--- src/rtl/ram16k_dma_pkg.sv ---
// ram16k_dma_pkg
// Shared constants for the ram16k DMA engine: bus widths matching ram16k,
// FSM state encoding and transfer mode values.
package ram16k_dma_pkg;

  localparam int ADR_W  = 14;
  localparam int DATA_W = 16;
  localparam int LEN_W  = 15;

  typedef enum logic [1:0] {
    ST_IDLE  = 2'd0,
    ST_READ  = 2'd1,
    ST_WRITE = 2'd2,
    ST_DONE  = 2'd3
  } state_t;

  localparam logic MODE_COPY = 1'b0;
  localparam logic MODE_FILL = 1'b1;

endpackage

--- src/rtl/ram16k_dma_if.sv ---
// ram16k_dma_if
// Bundles the host control handshake and the ram16k bus seen by the DMA.
//   start/mode/src/dst/len/fill_value : host -> DMA request
//   busy/done                         : DMA -> host status
//   mem_adr/mem_data/mem_load         : DMA -> RAM
//   mem_out                           : RAM -> DMA (combinational read data)
// master = DMA engine side, slave = host + RAM side.
interface ram16k_dma_if;
  import ram16k_dma_pkg::*;

  logic              start;
  logic              mode;
  logic [ADR_W-1:0]  src;
  logic [ADR_W-1:0]  dst;
  logic [LEN_W-1:0]  len;
  logic [DATA_W-1:0] fill_value;
  logic              busy;
  logic              done;
  logic [ADR_W-1:0]  mem_adr;
  logic [DATA_W-1:0] mem_data;
  logic              mem_load;
  logic [DATA_W-1:0] mem_out;

  modport master (
    input  start, mode, src, dst, len, fill_value, mem_out,
    output busy, done, mem_adr, mem_data, mem_load
  );

  modport slave (
    output start, mode, src, dst, len, fill_value, mem_out,
    input  busy, done, mem_adr, mem_data, mem_load
  );

endinterface

--- src/rtl/ram16k_dma.sv ---
// ram16k_dma
// Initiator engine for the ram16k port: ascending block copy (read src word,
// write it to dst) or block fill (write a constant), one word per pass.
// Ports:
//   clk   : system clock, rising edge
//   rst_n : asynchronous active-low reset
//   bus   : ram16k_dma_if.master (control request, status, RAM bus)
//
// state    | meaning
// ST_IDLE  | waiting for start; all outputs 0
// ST_READ  | copy only: drive src_ptr, capture mem_out into buffer
// ST_WRITE | drive dst_ptr with buffer, mem_load = 1
// ST_DONE  | single-cycle done pulse, then back to idle
module ram16k_dma
  import ram16k_dma_pkg::*;
(
  input  logic         clk,
  input  logic         rst_n,
  ram16k_dma_if.master bus
);

  state_t            r_state;
  logic              r_mode;
  logic [ADR_W-1:0]  r_src_ptr;
  logic [ADR_W-1:0]  r_dst_ptr;
  logic [LEN_W-1:0]  r_remaining;
  logic [DATA_W-1:0] r_buf;

  logic              r_busy;
  logic              r_done;
  logic [ADR_W-1:0]  r_mem_adr;
  logic [DATA_W-1:0] r_mem_data;
  logic              r_mem_load;

  logic [ADR_W-1:0]  w_dst_next;

  // Pointers wrap modulo 2^ADR_W by plain overflow.
  assign w_dst_next = r_dst_ptr + 1'b1;

  assign bus.busy     = r_busy;
  assign bus.done     = r_done;
  assign bus.mem_adr  = r_mem_adr;
  assign bus.mem_data = r_mem_data;
  assign bus.mem_load = r_mem_load;

  // Outputs are registered: every transition loads the output values that
  // belong to the state being entered, so they never follow the inputs
  // combinationally.
  always_ff @(posedge clk or negedge rst_n) begin
    if (!rst_n) begin
      r_state     <= ST_IDLE;
      r_mode      <= MODE_COPY;
      r_src_ptr   <= '0;
      r_dst_ptr   <= '0;
      r_remaining <= '0;
      r_buf       <= '0;
      r_busy      <= 1'b0;
      r_done      <= 1'b0;
      r_mem_adr   <= '0;
      r_mem_data  <= '0;
      r_mem_load  <= 1'b0;
    end else begin
      case (r_state)
        ST_IDLE: begin
          if (bus.start) begin
            r_mode      <= bus.mode;
            r_src_ptr   <= bus.src;
            r_dst_ptr   <= bus.dst;
            r_remaining <= bus.len;
            if (bus.mode == MODE_FILL) begin
              r_buf <= bus.fill_value;
            end
            if (bus.len == '0) begin
              r_state <= ST_DONE;
              r_done  <= 1'b1;
            end else if (bus.mode == MODE_FILL) begin
              r_state    <= ST_WRITE;
              r_busy     <= 1'b1;
              r_mem_adr  <= bus.dst;
              r_mem_data <= bus.fill_value;
              r_mem_load <= 1'b1;
            end else begin
              r_state   <= ST_READ;
              r_busy    <= 1'b1;
              r_mem_adr <= bus.src;
            end
          end
        end

        ST_READ: begin
          r_buf      <= bus.mem_out;
          r_src_ptr  <= r_src_ptr + 1'b1;
          r_state    <= ST_WRITE;
          r_mem_adr  <= r_dst_ptr;
          r_mem_data <= bus.mem_out;
          r_mem_load <= 1'b1;
        end

        ST_WRITE: begin
          r_dst_ptr   <= w_dst_next;
          r_remaining <= r_remaining - 1'b1;
          if (r_remaining == LEN_W'(1)) begin
            r_state    <= ST_DONE;
            r_busy     <= 1'b0;
            r_done     <= 1'b1;
            r_mem_adr  <= '0;
            r_mem_data <= '0;
            r_mem_load <= 1'b0;
          end else if (r_mode == MODE_FILL) begin
            r_mem_adr  <= w_dst_next;
            r_mem_data <= r_buf;
          end else begin
            // src_ptr was already advanced in the preceding READ.
            r_state    <= ST_READ;
            r_mem_adr  <= r_src_ptr;
            r_mem_data <= '0;
            r_mem_load <= 1'b0;
          end
        end

        ST_DONE: begin
          r_state    <= ST_IDLE;
          r_busy     <= 1'b0;
          r_done     <= 1'b0;
          r_mem_adr  <= '0;
          r_mem_data <= '0;
          r_mem_load <= 1'b0;
        end

        default: begin
          r_state    <= ST_IDLE;
          r_busy     <= 1'b0;
          r_done     <= 1'b0;
          r_mem_adr  <= '0;
          r_mem_data <= '0;
          r_mem_load <= 1'b0;
        end
      endcase
    end
  end

endmodule

--- src/flat_wrapper.sv ---
// flat-port wrapper written by rule: the top's interface ports become plain ports
module ram16k_dma_flat import ram16k_dma_pkg::*;
  (clk, rst_n, bus_start, bus_mode, bus_src, bus_dst, bus_len, bus_fill_value, bus_mem_out, bus_busy, bus_done, bus_mem_adr, bus_mem_data, bus_mem_load);
  ram16k_dma_if bus_i ();
  input  logic clk;
  input  logic rst_n;
  input wire logic [$bits(bus_i.start)-1:0] bus_start;
  input wire logic [$bits(bus_i.mode)-1:0] bus_mode;
  input wire logic [$bits(bus_i.src)-1:0] bus_src;
  input wire logic [$bits(bus_i.dst)-1:0] bus_dst;
  input wire logic [$bits(bus_i.len)-1:0] bus_len;
  input wire logic [$bits(bus_i.fill_value)-1:0] bus_fill_value;
  input wire logic [$bits(bus_i.mem_out)-1:0] bus_mem_out;
  output wire logic [$bits(bus_i.busy)-1:0] bus_busy;
  output wire logic [$bits(bus_i.done)-1:0] bus_done;
  output wire logic [$bits(bus_i.mem_adr)-1:0] bus_mem_adr;
  output wire logic [$bits(bus_i.mem_data)-1:0] bus_mem_data;
  output wire logic [$bits(bus_i.mem_load)-1:0] bus_mem_load;
  assign bus_i.start = bus_start;
  assign bus_i.mode = bus_mode;
  assign bus_i.src = bus_src;
  assign bus_i.dst = bus_dst;
  assign bus_i.len = bus_len;
  assign bus_i.fill_value = bus_fill_value;
  assign bus_i.mem_out = bus_mem_out;
  assign bus_busy = bus_i.busy;
  assign bus_done = bus_i.done;
  assign bus_mem_adr = bus_i.mem_adr;
  assign bus_mem_data = bus_i.mem_data;
  assign bus_mem_load = bus_i.mem_load;
  ram16k_dma u_core (.clk(clk), .rst_n(rst_n), .bus(bus_i));
endmodule
--- config.mk ---
export PLATFORM = sky130hd
export DESIGN_NAME = ram16k_dma_flat
export DESIGN_NICKNAME = d
export VERILOG_FILES = /design/src/rtl/ram16k_dma_pkg.sv /design/src/rtl/ram16k_dma_if.sv /design/src/rtl/ram16k_dma.sv /design/src/flat_wrapper.sv
export SDC_FILE = /design/constraint.sdc
export NUM_CORES = 1
export LEC_CHECK = 0
export CELL_PAD_IN_SITES_DETAIL_PLACEMENT = 0
export CELL_PAD_IN_SITES_GLOBAL_PLACEMENT = 1
export CORE_AREA = 2 2 131 133
export DETAILED_ROUTE_END_ITERATION = 12
export DIE_AREA = 0 0 133 135
export PLACE_DENSITY_LB_ADDON = 0.1
export SETUP_SLACK_MARGIN = 0.5
export SYNTH_ARGS = -nofsm -noshare
export SYNTH_HDL_FRONTEND = slang
export SYNTH_SLANG_ARGS = --single-unit
--- constraint.sdc ---
create_clock -name clk -period 1.89 [get_ports clk]
set_clock_uncertainty 0.05 [all_clocks]
set_input_delay 0.378 -clock clk [delete_from_list [all_inputs] [get_ports clk]]
set_output_delay 0.378 -clock clk [all_outputs]
set_load 0.01 [all_outputs]
==> results of run 1 <==
-- through the flow --
step | utilization [%] | area (um^2) | hold WS (ps)
finish | 58.40 | 9582 | 279.8
global route | 58.40 | 9582 | 296.0
CTS | 56.37 | 9249 | 379.1
detailed placement | 46.98 | 7707 | 285.0
global placement | 46.98 | 7707 | 284.4
floorplan | - | 5963 | 32.41
-- area by class of cell --
cell class	instances	area [um^2]	area share, %
well taps	220	275.3	2.873
clock inverters	5	63.81	0.6660
repair buffers	282	2805	29.28
clock buffers	11	242.7	2.533
flip-flops and latches	95	2400	25.05
multi-input cells	496	3751	39.15
inverters	9	43.79	0.4570
-- worst max-delay path, stage by stage (launching register included) --
cell and delay, ps:
dfrtp_1 410, nor4_4 330, and4_4 300, nand2b_4 210, clkbuf_16 160, a211oi_1 40, o22a_1 170
-- state kept, by name, summed over array words and instances (netlist names) --
register             count
u_core.r_dst_ptr        14
u_core.bus.done          1
u_core.bus.mem_load      1
u_core.bus.busy          1
u_core.bus.mem_adr      14
u_core.r_src_ptr        14
u_core.bus.mem_data     16
u_core.r_mode            1
u_core.r_remaining      15
u_core.r_state           2
u_core.r_buf            16
-- logic make-up (layout without fill, tap and decap cells) --
logic type / after synthesis / after routing / share of synthesized area (%)
and+or+nand+nor: 251 / 251 / 21.08
xor gates and xnor gates: 12 / 12 / 1.860
DFF: 95 / 95 / 42.06
muxes: 33 / 33 / 5.845
adders and majority gates: 5 / 5 / 1.107
AOI/OAI and AO/OA: 195 / 195 / 23.14
buffers and inverters: 59 / 307 / 4.915
-- where the power goes --
group	internal, mW	switching, mW
registers	3.06	0.957
logic	5.14	4.98
clock network	1.08	0.886
total	9.28	6.82
-- path summary, 6_finish.rpt --
path                                  startpoint               endpoint  slack [ps]  depth (start not counted)
min in group asynchronous                  rst_n   u_core.r_dst_ptr[11]         450                          2
max in group asynchronous                  rst_n    u_core.r_src_ptr[3]         760                          3
min                                   bus_len[2]  u_core.r_remaining[2]         280                          3
max                        u_core.r_remaining[6]  u_core.bus.mem_adr[8]         110                          6
max reg2reg                u_core.r_remaining[6]  u_core.bus.mem_adr[8]         110                          6
min reg2reg                      u_core.r_buf[2]        u_core.r_buf[2]         440                          2
-- cell usage in the layout, fill, tap and decap left out, types with 5 or more instances in the layout --
master           Yosys  layout
a211oi_2             3      11
nand2_2              0      23
nor3_2               1       6
a211oi_1            18       8
mux2i_1             33      32
buf_16               0       7
nor4_4               2       6
nand2_1             83      49
nor2_1              78      69
a311oi_1             9       5
buf_2               18      33
a21oi_1             39      30
a21oi_2              0       9
dfrtp_1             95      77
nand2_4              0       9
clkdlybuf4s50_1      0      60
dfrtp_2              0      18
o21ai_2              0       6
o21ai_0             56      30
o21ai_1              1      21
nand3_1             16      13
clkbuf_16            0      11
dlygate4sd2_1        0      16
buf_4                1     112
nor2_2               1       5
nor3_1              28      21
buf_6                0      25
nor2_4               1       6
nand4_1              7       7
inv_1                9       5
o22a_1              11      11
o22ai_2              0       6
a221oi_2             0      15
xor2_1               8       7
buf_12               1      19
-- metal layers --
metal,vias up,global-route usage (%),part of all wire (%)
met3,30,2.965,4.1
met2,180,43.49,50
li1,2895,-,-
met5,-,0,0
met1,3130,32.88,43
met4,0,9.259,1.9
-- timing repair --
item	in CTS	in global routing
gates resized for setup	309	47
buffers inserted	72	14
endpoints found under the setup margin	128	98
hold buffers	1	0
gates cloned	11	2
pin swaps	49	25
hold endpoints to repair	22	0
==> results.cfg, run 1 <==
[setup_path]
arrival_ps = 1970
crit_type = register to register
required_ps = 2080
critPathMaxFanout = 6
cp-end-kind = register
start_kind = register

[placed_design]
pre_cts_slack_ps = -398.9
numPortBuffers = 111
dp_hpwl_mm = 14.07
place_congestion = 0.8293
dp_cells = 1002

[synthesis]
ys_warn_count = 0
yosysMostFrequentCell = dfrtp_1
synth_common_cells = dfrtp_1 (95), nand2_1 (83), nor2_1 (78), o21ai_0 (56), a21oi_1 (39)
syn_avg_cell_area_um2 = 8.695
syn-cell-area_mm2 = 0.005652
syn_inst = 650
synth-seq-cells = 95
synth.distinct_cells = 61
synth_top_area_share_pct = 42.06
synth-main-ff-cell = dfrtp_1
async_flop_share_pct = 100.0
yosysTopAreaCell = dfrtp_1
synthesis.nets = 734
yosys-top-cells-area = dfrtp_1 (42%), mux2i_1 (5.8%), nand2_1 (5.5%), nor2_1 (5.2%), o21ai_0 (5.0%)
ys_seq_area_share_pct = 42.06
synth_edf_count = 0

[final_layout]
n_antenna_cell = 0
drive_gt1_share_pct = 43.21
area_delta_synth_final_pct = 69.54
n_fill_cell = 1437
fin_cells = 1118
fin_nets = 977

[power_and_ir_drop]
power.density_mw_per_mm2 = 1680
total_power_mw = 16.10
power_leakage_nw = 4.048
peakVddDrop_v = 0.0007363

[cts]
h-tree-depth = 3
cts-root-buf = clkbuf_16
clk_latency_ps = 360
cts_buffer_depth = 2
cts_sinks = 95
cts_tree = built
cts_buffers = 9
clkTransAtPathRegs_ps = 70

[timing]
fmax_mhz = 560.4
tightest_slew_ps = 413.8
maxSlewViolCount = 0
finalSetupViolCount = 0
setup_ws_ps = 105.7
rsz0062_at_grt = yes
final.min_clock_period_ps = 1784
max_slew_margin_pct = 72.41
min_period_over_period_pct = 94.41
fin_tns_setup_ps = 0
final-hold-violation-count = 0

[grt]
grt_pass1_wl_mm = 35.17
grt.total_usage_pct = 25.28
grt_overflow_total = 0
grt_max_degree = 42
grt_pass1_vias = 6394
antenna_found_initial = 0

[detailed_routing]
ant_nets = 0
drc_errors = 0
vias = 6235
via_per_inst = 5.577
wl_per_cell_um = 20.03
drt-initial-drc-count = 343
wirelength_mm = 22.39
first_pass_iters = 7

[job]
max_cap_viol_count = 0

[floorplan]
rows = 47
dieArea_mm2 = 0.01796
die_x_um = 133
coreArea_mm2 = 0.01641
die_h_um = 135
initial_utilization_pct = 34.45
ios = 112

[status]
outcome = complete, no violations

[min_path]
hp-class = input port to register
No activity file was read; power rests on OpenSTA's default activity.
==> run 2, diff against run 1 <==
- CORE_AREA: 2 2 131 133 -> 4 4 133 135
- DIE_AREA: 0 0 133 135 -> 0 0 137 139
==> results.cfg, run 2 (synthesis gave the netlist of run 1 again) <==
[setup_path]
cp-end-kind = register
arrival_ps = 1960
crit_path_top_delay_cell = dfrtp_1
r2r_cells = 6
start_kind = register
required_ps = 2080
crit_type = register to register
critPathTopFamily = simple AND/OR/NAND/NOR gates
critPathMaxFanout = 3
slowest_delay_ps = 410
cp_num_buf_inv = 1
cp.depth = 6
path_cells = nor4_4, buf_4, nand4b_1, nor3_2, nand3_1, nor3b_2

[cts]
cts-root-buf = clkbuf_16
cts_sinks = 95
clkTransAtPathRegs_ps = 70
cts_tree = built
cts_buffers = 9
h-tree-depth = 3
cts_buffer_depth = 2
clk_latency_ps = 350

[grt]
use_met3_pct = 3.411
grt_pass1_wl_mm = 34.77
grt_pass1_vias = 6363
grt_overflow_total = 0
top_usage_layer = met2
grt.total_usage_pct = 23.51
grt.met2_usage_pct = 38.03
grt_max_degree = 42
antenna_found_initial = 0
use_met1_pct = 31.71

[status]
outcome = complete, no violations

[detailed_routing]
drc_errors = 0
via_per_inst = 5.633
wl_per_cell_um = 20.59
wirelength_mm = 23.06
drt-initial-drc-count = 427
first_pass_iters = 5
vias = 6309
ant_nets = 0

[job]
max_cap_viol_count = 0

[timing]
finalSetupViolCount = 0
max_slew_margin_pct = 63.37
min_period_over_period_pct = 93.78
fmax_mhz = 564.2
rsz0062_at_grt = yes
final-hold-violation-count = 0
maxSlewViolCount = 0
final.min_clock_period_ps = 1772
tightest_slew_ps = 549.5

[floorplan]
rows = 47
initial_utilization_pct = 34.32
die_x_um = 137
dieArea_mm2 = 0.01904
coreArea_mm2 = 0.01647
die_h_um = 139
ios = 112

[min_path]
hp-class = input port to register
hold_path_depth = 3

[final_layout]
fin_nets = 979
n_antenna_cell = 0
drive_gt1_share_pct = 44.56
area_delta_synth_final_pct = 72.70
final_common_cell = buf_4
layout_common_cells = buf_4 (100), dfrtp_1 (80), nor2_1 (71)
design_area_mm2 = 0.009761

[placed_design]
dpl_cell_area_mm2 = 0.007695
place_congestion = 0.9002
numPortBuffers = 111
dp_hpwl_mm = 13.96

[power_and_ir_drop]
total_power_mw = 16.37
peakVddDrop_v = 0.0007556
power_leakage_nw = 4.075
power.density_mw_per_mm2 = 1678
==> run 2: cell count changes in the layout (fill, tap and decap cells not counted), moves of 4 or more <==
| cell | delta |
|---|---|
| clkbuf_2 | +7 |
| nand2_4 | -5 |
| buf_4 | -12 |
| buf_8 | +4 |
| dlygate4sd2_1 | -12 |
| buf_12 | +4 |
==> run 2: worst reg2reg max path, delay by kind of cell, from the launching register on <==
family	cells	cell delay [ps]
buf+inv	1	180
flops	1	410
simple gates	5	1020
==> run 2: stage by stage <==
stage                     hold WS (ps)  util, %  instances  TNS, ps  setup slack [ps]
after CTS                        435.7    56.71       1102        0             126.4
after detailed placement         336.9    46.73       1002   -12600            -356.5
after global routing             290.4    59.28       1120   -20.72            -20.72
after floorplan                  32.41        -        650        0             113.6
after global placement           331.1    46.73       1002   -11250            -358.1
final                            279.7    59.28       1120        0             117.6
==> run 2: final timing paths <==
| path | startpoint | to | slack, ps |
|---|---|---|---|
| max | u_core.r_remaining[6] | u_core.r_remaining[13] | 120 |
| min | bus_len[0] | u_core.r_remaining[0] | 280 |
| max reg2reg | u_core.r_remaining[6] | u_core.r_remaining[13] | 120 |
| min reg2reg | u_core.r_buf[10] | u_core.r_buf[10] | 440 |
| max in group asynchronous | rst_n | u_core.bus.mem_data[12] | 660 |
| min in group asynchronous | rst_n | u_core.r_dst_ptr[12] | 510 |
==> run 2: area by class of cell <==
cell class | count | area [um^2]
fill | 1397 | 6705
multi-input combinational | 498 | 3811
timing repair buffer | 282 | 2899
sequential | 95 | 2396
tap | 220 | 275.3
clock buffer | 10 | 239.0
clock inverter | 6 | 91.34
inverter | 9 | 48.80
==> run 2: power by group <==
part | internal [mW] | switching, mW | leakage [nW]
logic | 5.26 | 5.04 | 2.82
registers | 3.06 | 0.969 | 1.10
clock network | 1.20 | 0.849 | 0.151
==> run 2: per-layer routing <==
metal	vias up	wire length, um
li1	2911	-
met1	3170	9921
met2	183	11450
met3	45	1049
met4	0	631
met5	-	0
==> run 2: timing repair <==
item	in CTS	in global routing
hold endpoints to repair	30	0
gates cloned	14	2
hold buffers	1	0
pin swaps	47	45
setup buffers	69	16
setup endpoints to repair	128	99
resized for setup	291	114
==> run 3, diff against run 2 <==
- RECOVER_POWER: unset -> 100
==> results.cfg, run 3 (synthesis gave the netlist of run 1 again) <==
[min_path]
hold_start = bus_len[0]
min_to = u_core.r_remaining[0]
hp-class = input port to register
hold_path_depth = 3

[placed_design]
dp_hpwl_mm = 13.96
place_congestion = 0.9002
numPortBuffers = 111
dpl_cell_area_mm2 = 0.007695
dp_cells = 1002
pre_cts_slack_ps = -356.5

[floorplan]
ios = 112
rows = 47
dieArea_mm2 = 0.01904
coreArea_mm2 = 0.01647
die_h_um = 139
die_x_um = 137
initial_utilization_pct = 34.32

[cts]
cts-root-buf = clkbuf_16
cts_buffer_depth = 2
h-tree-depth = 3
clk_latency_ps = 350
cts_sinks = 95
cts_tree = built
clkTransAtPathRegs_ps = 70
cts_buffers = 9

[final_layout]
utilization_pct = 57.83
area_delta_synth_final_pct = 68.47
design_area_mm2 = 0.009522
layout_common_cells = buf_4 (98), dfrtp_1 (81), nor2_1 (72)
drive_gt1_share_pct = 38.78
final_common_cell = buf_4
fin_cells = 1120
n_antenna_cell = 0
multi_input_area_mm2 = 0.003737
fin_nets = 979
ff_latch_area_mm2 = 0.002395
n_fill_cell = 1446

[power_and_ir_drop]
power.density_mw_per_mm2 = 1671
total_power_mw = 15.91
power_leakage_nw = 3.906
peakVddDrop_v = 0.0007390

[timing]
fin_tns_setup_ps = 0
final-hold-violation-count = 0
maxSlewViolCount = 0
finalSetupViolCount = 0
hold-worst-slack_ps = 279.9
fmax_mhz = 556.3
setup_ws_ps = 92.33
rsz0062_at_grt = yes
min_period_over_period_pct = 95.11
final.min_clock_period_ps = 1798
max_slew_margin_pct = 30.58
tightest_slew_ps = 1041

[setup_path]
crit_path_top_delay_cell = dfrtp_1
start_kind = register
cp-end-kind = register
arrival_ps = 1990
timing.rr.end = u_core.bus.mem_data[9]
r2r-start = u_core.r_remaining[0]
r2r_slack_ps = 90
slowest_delay_ps = 430
path_cells = ha_4, nor3b_4, and4_4, nor2_4, buf_12, nand2_2, a221oi_1
required_ps = 2080
r2r_cells = 7
crit_type = register to register
critPathMaxFanout = 10

[grt]
grt_overflow_total = 0
grt_pass1_wl_mm = 34.77
antenna_found_initial = 0
grt_max_degree = 42
grt.total_usage_pct = 23.51
grt_pass1_vias = 6363

[detailed_routing]
wl_per_cell_um = 20.66
wirelength_mm = 23.14
drc_errors = 0
first_pass_iters = 5
via_per_inst = 5.637
ant_nets = 0
drt-initial-drc-count = 416
vias = 6313

[job]
max_cap_viol_count = 0

[status]
outcome = complete, no violations
==> run 3: where the power goes <==
part           switching (mW)  internal [mW]
clock network           0.855           1.20
logic                    4.93           4.88
registers               0.979           3.06
total                    6.77           9.14
==> run 3: routing by layer <==
metal  share of wire [%]  wire, um  vias to the layer above  GRT usage (%)
met5                   0         0                        -              0
met4                 2.5       590                        0          8.929
met3                 5.2      1207                       40          3.411
met2                  50     11480                      212          38.03
met1                  43      9861                     3163          31.71
li1                    -         -                     2898              -
==> run 3: cell type report <==
cell class	instances	area share, %
repair buffers	282	28.73
clock inverters	6	0.9593
clock buffers	10	2.510
inverters	9	0.5125
flip-flops and latches	95	25.15
multi-input cells	498	39.25
well taps	220	2.891
==> run 3: timing repair <==
action	4_1_cts	5_1_grt
hold buffers	1	0
setup buffers	69	16
endpoints found under the setup margin	128	99
hold endpoints to repair	30	0
pin swaps	47	45
gates resized for setup	291	114
gates cloned	14	2
==> run 3: worst max path at each step <==
| stage | from | end | slack [ps] |
|---|---|---|---|
| after floorplan | u_core.r_remaining[6] | u_core.bus.mem_adr[9] | 110 |
| after global placement | bus_len[1] | u_core.bus.mem_data[10] | -360 |
| after detailed placement | bus_len[1] | u_core.bus.mem_data[15] | -360 |
| after CTS | u_core.r_remaining[0] | u_core.bus.mem_data[10] | 130 |
| after global routing | u_core.r_remaining[6] | u_core.r_remaining[13] | 1 |
| final | u_core.r_remaining[0] | u_core.bus.mem_data[9] | 90 |
==> run 3: worst max-delay path, delay by kind of cell, from the launching register on <==
kind | cells | cell delay (ps)
AOI/OAI and AO/OA | 1 | 280
adders and majority gates | 1 | 170
buffers and inverters | 1 | 170
DFF | 1 | 430
and+or+nand+nor | 4 | 580
